==> src/rtl/ipsxb_fft_test_seq_pkg.sv <==
// ============================================================================
// Module : ipsxb_fft_test_seq_pkg
// Brief  : Shared state encoding and sizing helper for the FFT test sequencer.
// Rev    : 1.0  initial release
// ============================================================================
`default_nettype none

package ipsxb_fft_test_seq_pkg;

  typedef enum logic [1:0] {
    ST_IDLE  = 2'd0,
    ST_START = 2'd1,
    ST_RUN   = 2'd2,
    ST_GAP   = 2'd3
  } seq_state_e;

  // Bits needed to hold 0..value-1, never less than one.
  function automatic int clog2w(input int value);
    int w;
    w = 1;
    while ((1 << w) < value) w++;
    return w;
  endfunction

endpackage

`default_nettype wire

==> src/rtl/ipsxb_fft_start_debounce.sv <==
// ============================================================================
// Module : ipsxb_fft_start_debounce
// Brief  : Start-button synchroniser with abortable hold counter; one-cycle accept strobe.
// Rev    : 1.0  initial release
// ============================================================================
`default_nettype none

module ipsxb_fft_start_debounce
  import ipsxb_fft_test_seq_pkg::*;
#(
  parameter int DB_CNT_MAX = 2048
) (
  input  logic i_clk,
  input  logic i_rst,
  input  logic i_aclken,
  input  logic i_arm,
  input  logic i_start_test,
  output logic o_accept
);

  localparam int CW = clog2w(DB_CNT_MAX);

  logic [2:0]    sync_q, sync_d;
  logic          active_q, active_d;
  logic [CW-1:0] cnt_q, cnt_d;
  logic          w_lvl;
  logic          w_rise;
  logic          w_hit;

  assign w_lvl    = sync_q[1];
  assign w_rise   = sync_q[1] & ~sync_q[2];
  assign w_hit    = active_q && w_lvl && (cnt_q == CW'(DB_CNT_MAX - 1));
  assign o_accept = i_aclken & w_hit;

  always_comb begin
    sync_d   = {sync_q[1:0], i_start_test};
    active_d = active_q;
    cnt_d    = cnt_q;
    if (active_q) begin
      // A drop in the level before the count completes abandons the attempt.
      if (!w_lvl || w_hit) begin
        active_d = 1'b0;
        cnt_d    = '0;
      end else begin
        cnt_d = cnt_q + 1'b1;
      end
    end else if (i_arm && w_rise) begin
      active_d = 1'b1;
      cnt_d    = '0;
    end
  end

  always_ff @(posedge i_clk) begin
    if (i_rst) begin
      sync_q   <= '0;
      active_q <= 1'b0;
      cnt_q    <= '0;
    end else if (i_aclken) begin
      sync_q   <= sync_d;
      active_q <= active_d;
      cnt_q    <= cnt_d;
    end
  end

endmodule

`default_nettype wire

==> src/rtl/ipsxb_fft_test_seq.sv <==
// ============================================================================
// Module : ipsxb_fft_test_seq
// Brief  : Onboard FFT test sequencer: start, watchdog, error latch, pass/fail counters.
// Rev    : 1.0  initial release
// ============================================================================
`default_nettype none

module ipsxb_fft_test_seq
  import ipsxb_fft_test_seq_pkg::*;
#(
  parameter int NUM_CH      = 2,
  parameter int DB_CNT_MAX  = 2048,
  parameter int TIMEOUT_CYC = 65536,
  parameter int GAP_CYC     = 256,
  parameter int CNT_W       = 16
) (
  input  logic                  i_clk,
  input  logic                  i_rst,
  input  logic                  i_aclken,
  input  logic                  i_start_test,
  input  logic                  i_mode_cont,
  input  logic [NUM_CH-1:0]     i_chk_finished,
  input  logic [NUM_CH-1:0]     i_err,
  input  logic [3*NUM_CH-1:0]   i_alm,
  output logic                  o_start_pulse,
  output logic                  o_busy,
  output logic [NUM_CH-1:0]     o_err_ch,
  output logic                  o_err,
  output logic                  o_timeout,
  output logic [CNT_W-1:0]      o_pass_cnt,
  output logic [CNT_W-1:0]      o_fail_cnt,
  output logic                  o_chk_finished
);

  localparam int WD_W    = clog2w(TIMEOUT_CYC);
  localparam int GAP_W   = clog2w(GAP_CYC);
  // Expiry fires on the cycle whose incremented count reaches TIMEOUT_CYC-1.
  localparam int WD_LAST = (TIMEOUT_CYC > 1) ? TIMEOUT_CYC - 2 : 0;

  seq_state_e        state_q;
  logic [NUM_CH-1:0] done_q, done_d;
  logic [NUM_CH-1:0] prev_q;
  logic [NUM_CH-1:0] err_ch_q, err_ch_d;
  logic              timeout_q;
  logic [WD_W-1:0]   wd_q;
  logic [GAP_W-1:0]  gap_q;
  logic [CNT_W-1:0]  pass_q;
  logic [CNT_W-1:0]  fail_q;
  logic              pulse_q;
  logic              busy_q;
  logic              chkfin_q;

  logic [NUM_CH-1:0] w_ch_err;
  logic [NUM_CH-1:0] w_rise;
  logic              w_all_done;
  logic              w_wd_expire;
  logic              w_arm;
  logic              w_accept;

  for (genvar c = 0; c < NUM_CH; c++) begin : g_ch
    assign w_ch_err[c] = i_err[c] | (|i_alm[3*c +: 3]);
  end

  always_comb begin
    w_rise      = i_chk_finished & ~prev_q;
    done_d      = done_q | w_rise;
    w_all_done  = &done_d;
    err_ch_d    = err_ch_q | w_ch_err;
    w_wd_expire = (wd_q == WD_W'(WD_LAST));
  end

  assign w_arm = (state_q == ST_IDLE);

  ipsxb_fft_start_debounce #(
    .DB_CNT_MAX (DB_CNT_MAX)
  ) u_debounce (
    .i_clk        (i_clk),
    .i_rst        (i_rst),
    .i_aclken     (i_aclken),
    .i_arm        (w_arm),
    .i_start_test (i_start_test),
    .o_accept     (w_accept)
  );

  always_ff @(posedge i_clk) begin
    if (i_rst) begin
      state_q   <= ST_IDLE;
      done_q    <= '0;
      prev_q    <= '0;
      err_ch_q  <= '0;
      timeout_q <= 1'b0;
      wd_q      <= '0;
      gap_q     <= '0;
      pass_q    <= '0;
      fail_q    <= '0;
      pulse_q   <= 1'b0;
      busy_q    <= 1'b0;
      chkfin_q  <= 1'b1;
    end else if (i_aclken) begin
      busy_q   <= (state_q != ST_IDLE);
      chkfin_q <= (state_q == ST_IDLE) || (state_q == ST_GAP) ||
                  ((state_q == ST_RUN) && (&done_q));
      pulse_q  <= 1'b0;
      prev_q   <= i_chk_finished;
      case (state_q)
        ST_IDLE: begin
          if (w_accept) begin
            state_q <= ST_START;
            pulse_q <= 1'b1;
          end
        end
        ST_START: begin
          state_q   <= ST_RUN;
          prev_q    <= '0;
          done_q    <= '0;
          err_ch_q  <= '0;
          timeout_q <= 1'b0;
          wd_q      <= '0;
        end
        ST_RUN: begin
          done_q   <= done_d;
          err_ch_q <= err_ch_d;
          wd_q     <= wd_q + 1'b1;
          // Completion outranks a watchdog expiry landing on the same cycle.
          if (w_all_done || w_wd_expire) begin
            if (!w_all_done) timeout_q <= 1'b1;
            if (!w_all_done || (|err_ch_d)) begin
              if (fail_q != '1) fail_q <= fail_q + 1'b1;
            end else begin
              if (pass_q != '1) pass_q <= pass_q + 1'b1;
            end
            state_q <= i_mode_cont ? ST_GAP : ST_IDLE;
            gap_q   <= '0;
          end
        end
        ST_GAP: begin
          if (!i_mode_cont) begin
            state_q <= ST_IDLE;
          end else if (gap_q == GAP_W'(GAP_CYC - 1)) begin
            state_q <= ST_START;
            pulse_q <= 1'b1;
          end else begin
            gap_q <= gap_q + 1'b1;
          end
        end
        default: state_q <= ST_IDLE;
      endcase
    end
  end

  assign o_start_pulse  = pulse_q;
  assign o_busy         = busy_q;
  assign o_err_ch       = err_ch_q;
  assign o_err          = (|err_ch_q) | timeout_q;
  assign o_timeout      = timeout_q;
  assign o_pass_cnt     = pass_q;
  assign o_fail_cnt     = fail_q;
  assign o_chk_finished = chkfin_q;

endmodule

`default_nettype wire

==> config.mk <==
export PLATFORM = sky130hd
export DESIGN_NAME = ipsxb_fft_test_seq
export DESIGN_NICKNAME = d
export VERILOG_FILES = /design/src/rtl/ipsxb_fft_test_seq_pkg.sv /design/src/rtl/ipsxb_fft_start_debounce.sv /design/src/rtl/ipsxb_fft_test_seq.sv
export SDC_FILE = /design/constraint.sdc
export NUM_CORES = 1
export LEC_CHECK = 0
export CAP_MARGIN = 20
export CORE_ASPECT_RATIO = 1.25
export CORE_MARGIN = 2
export CORE_UTILIZATION = 55
export DETAILED_ROUTE_END_ITERATION = 6
export PLACE_DENSITY = 0.79
export SYNTH_ARGS = -nofsm -noshare
export SYNTH_HDL_FRONTEND = slang
export SYNTH_HIERARCHICAL = 1
export SYNTH_SLANG_ARGS = --single-unit
export TNS_END_PERCENT = 1
==> constraint.sdc <==
create_clock -name i_clk -period 2.8 [get_ports i_clk]
set_clock_uncertainty 0.15 [all_clocks]
set_input_delay 0.28 -clock i_clk [delete_from_list [all_inputs] [get_ports i_clk]]
set_output_delay 0.28 -clock i_clk [all_outputs]
set_load 0.01 [all_outputs]
==> metrics.csv <==
metric,value,unit
commonest cells in the netlist,"dfxtp_1 (83), nor2_1 (57), a21oi_1 (36), nand2_1 (36), nand3_1 (24)",
# Post-CTS Setup Buffers,0,
CTS Buffer Depth,2,
r2r startpoint,wd_q[0]$_SDFFE_PP0P_,
Initial Util,57.0,%
outcome,"complete, no violations",
clk_lat worst skew,0.35,ns
Final Worst Setup Slack,0.299,ns
vias,3859,
WHS Path Cells,2,
Die ar.,8390,um2
DIE WIDTH,82.3,um
FF-to-FF End,o_fail_cnt[7]$_SDFFE_PP0P_,
Worst Hold End,u_debounce/sync_q[1]$_SDFFE_PP0P_,
CTS Buf Count,9,
reg2reg path depth,9,
CTS tree,done,
Final setup violation count,0,
vias in the first global route,3660,
"FFs w/ async S/R, synth",0,%
global routing's busiest layer,met2,
first-pass GRT wire length,16.1,mm
post-route minimum period,2.50,ns
Wirelength per Cell,14.4,um
Placer Congestion,0.846,
Peak VDD IR,0.000393,V
Syn Inst Count,493,
Final Max Slew Viols,0,
main flop type after synthesis,dfxtp_1,
"count leader, synth",dfxtp_1,
endpoints failing hold,0,
CP endpoint kind,flop,
Global Route met3 Usage,4.68,%
FF-to-FF setup slack,0.35,ns
Lkg Pwr,1.65,nW
synth warn,6,
power per cell area,415,nW/um2
"critical path, cell by cell",clkdlybuf4s50_1 > or4_4 > or4_4 > a2111o_1 > or3_1 > a21oi_1,
maxcap violations,0,
total clock sinks,83,
port bufs,53,
num rows,35,
Routed Antenna Nets,0,
# H-tree levels,3,
worst-path maximum fanout,7,
layout cells sized above 1,11.2,%
CP dominant cell by count,or4_4,
final hold slack,0.0740,ns
mean post-synth cell area,8.56,um2
"area leader, netlist",dfxtp_1,
CP max stage cell,or4_4,
GRT Overall Usage,23.8,%
Post-synth EDFFs,0,
post-DR vias/cell,5.91,
Min-Delay Path Class,in2reg,
Yosys reg bits,83,
actual slew at the worst max-slew pin,0.757,ns
first-pass detailed-route iteration total,5,
initial antenna violation count,0,
Worst Path Arrival,2.62,ns
hold path startpoint,i_rst,
Final HPWL DP,6.67,mm
CTS clock-pin slew for the worst setup and hold paths,0.08,ns
Syn Nets,518,
critical path's largest stage delay,0.54,ns
hold buffers post-CTS,0,
Post-Route WL,9.37,mm
DR iter-0 viols,176,
met2 Usage GRT,41.0,%
final period utilization,89.3,%
final core utilization,68.9,%
Ports,54,
Mapped Area,4220,um2
"Distinct cells, synth",62,
Fin Setup TNS,0,ns
Die Y,102,um
Placement Setup Slack,-0.0805,ns
CP Class,in2reg,
antenna cell count,0,
CTS Root Cell,clkbuf_8,
Residual DRC,0,
unrepaired setup endpoints after global routing,false,
Synth top area share,39.4,%
nets@finish,581,
startpoint types,primary input,
CORE AREA,7400,um2
met1 Use GR,29.4,%
"Seq/Total Area, Yosys",39.4,%
largest net degree at the start of global routing,46,
Max Clk Rate,400,MHz
"Req. time, crit path",2.92,ns
P&R area growth vs syn,20.9,%
synth top area cells,"dfxtp_1 (39%), nor2_1 (5.1%), a21oi_1 (4.3%)",
CTS resizes,0,
total gr overflow,0,
Slew HR,48.9,%
worst max path at each step:
stage	to	slack, ns	from	cells past startpoint
after global placement	o_pass_cnt[15]$_SDFFE_PP0P_	0.006	i_alm[1]	6
after floorplan	o_pass_cnt[13]$_SDFFE_PP0P_	0.36	i_alm[1]	6
final	o_pass_cnt[15]$_SDFFE_PP0P_	0.30	i_alm[1]	6
after global routing	o_pass_cnt[2]$_SDFFE_PP0P_	0.16	i_alm[1]	7
after CTS	o_pass_cnt[2]$_SDFFE_PP0P_	0.30	i_alm[1]	7
after detailed placement	o_pass_cnt[2]$_SDFFE_PP0P_	-0.08	i_alm[1]	7
area by class of cell:
type	count	area (um2)
Multi-Input combinational cell	375	2390
Fill cell	611	2300
Sequential cell	83	1660
Timing Repair Buffer	75	691
Clock buffer	12	165
Tap cell	92	115
Inverter	12	45.0
Clock inverter	4	33.8
metal layers:
layer | wire, um | up-vias
met1 | 4190 | 1814
li1 | - | 1955
met4 | 116 | 0
met2 | 4640 | 79
met3 | 417 | 11
met5 | 0 | -
kinds of logic after synthesis:
logic type      after synthesis  synth area share [%]
mux                           8                  1.99
fa+ha+maj                    10                  2.97
compound gates              102                  16.5
flops                        83                  39.4
xor+xnor                     31                  6.44
buf+inv                      35                  4.03
simple gates                224                  28.7
power by group:
part	internal, mW	leakage (nW)	switching [mW]
clock	0.400	0.0988	0.435
sequential	1.18	0.669	0.00338
combinational	0.0430	0.882	0.0531
placed cells by master (no fill, tap or decap), types with 6 or more instances in the layout:
cell type and count:
dfxtp_1 83, clkdlybuf4s50_1 52, nand3_1 24, buf_4 22, and2_1 6, nand2_1 36
nand4_1 18, inv_1 12, xnor2_1 20, or4_1 13, and3_1 7, and4_1 6
xor2_1 11, ha_1 10, nor2_1 57, nor3_1 9, o31ai_1 15, or3_1 9
a21oi_1 36, clkbuf_8 12, nor4_1 9, o21ai_0 11
through the flow:
stage	power, mW	area [um2]	std cells
floorplan	1.27	4220	493
global placement	1.31	4900	637
detailed placement	1.31	4900	637
CTS	2.14	5100	653
global route	2.20	5100	653
finish	2.12	5100	653
registers in the layout, summed over array words and instances, names as in the netlist:
signal,flops
u_debounce/cnt_q,11
prev_q,2
gap_q,8
o_timeout,1
state_q,2
o_err_ch,2
o_pass_cnt,16
wd_q,16
o_chk_finished,1
o_start_pulse,1
o_fail_cnt,16
u_debounce/active_q,1
done_q,2
o_busy,1
u_debounce/sync_q,3
worst max-delay path, delay by kind of cell:
family / cells / cell delay, ns
buf+inv: 1 / 0.41
compound gates: 2 / 0.53
simple gates: 3 / 1.40
Note: power is estimated with default switching activity, not from simulation.
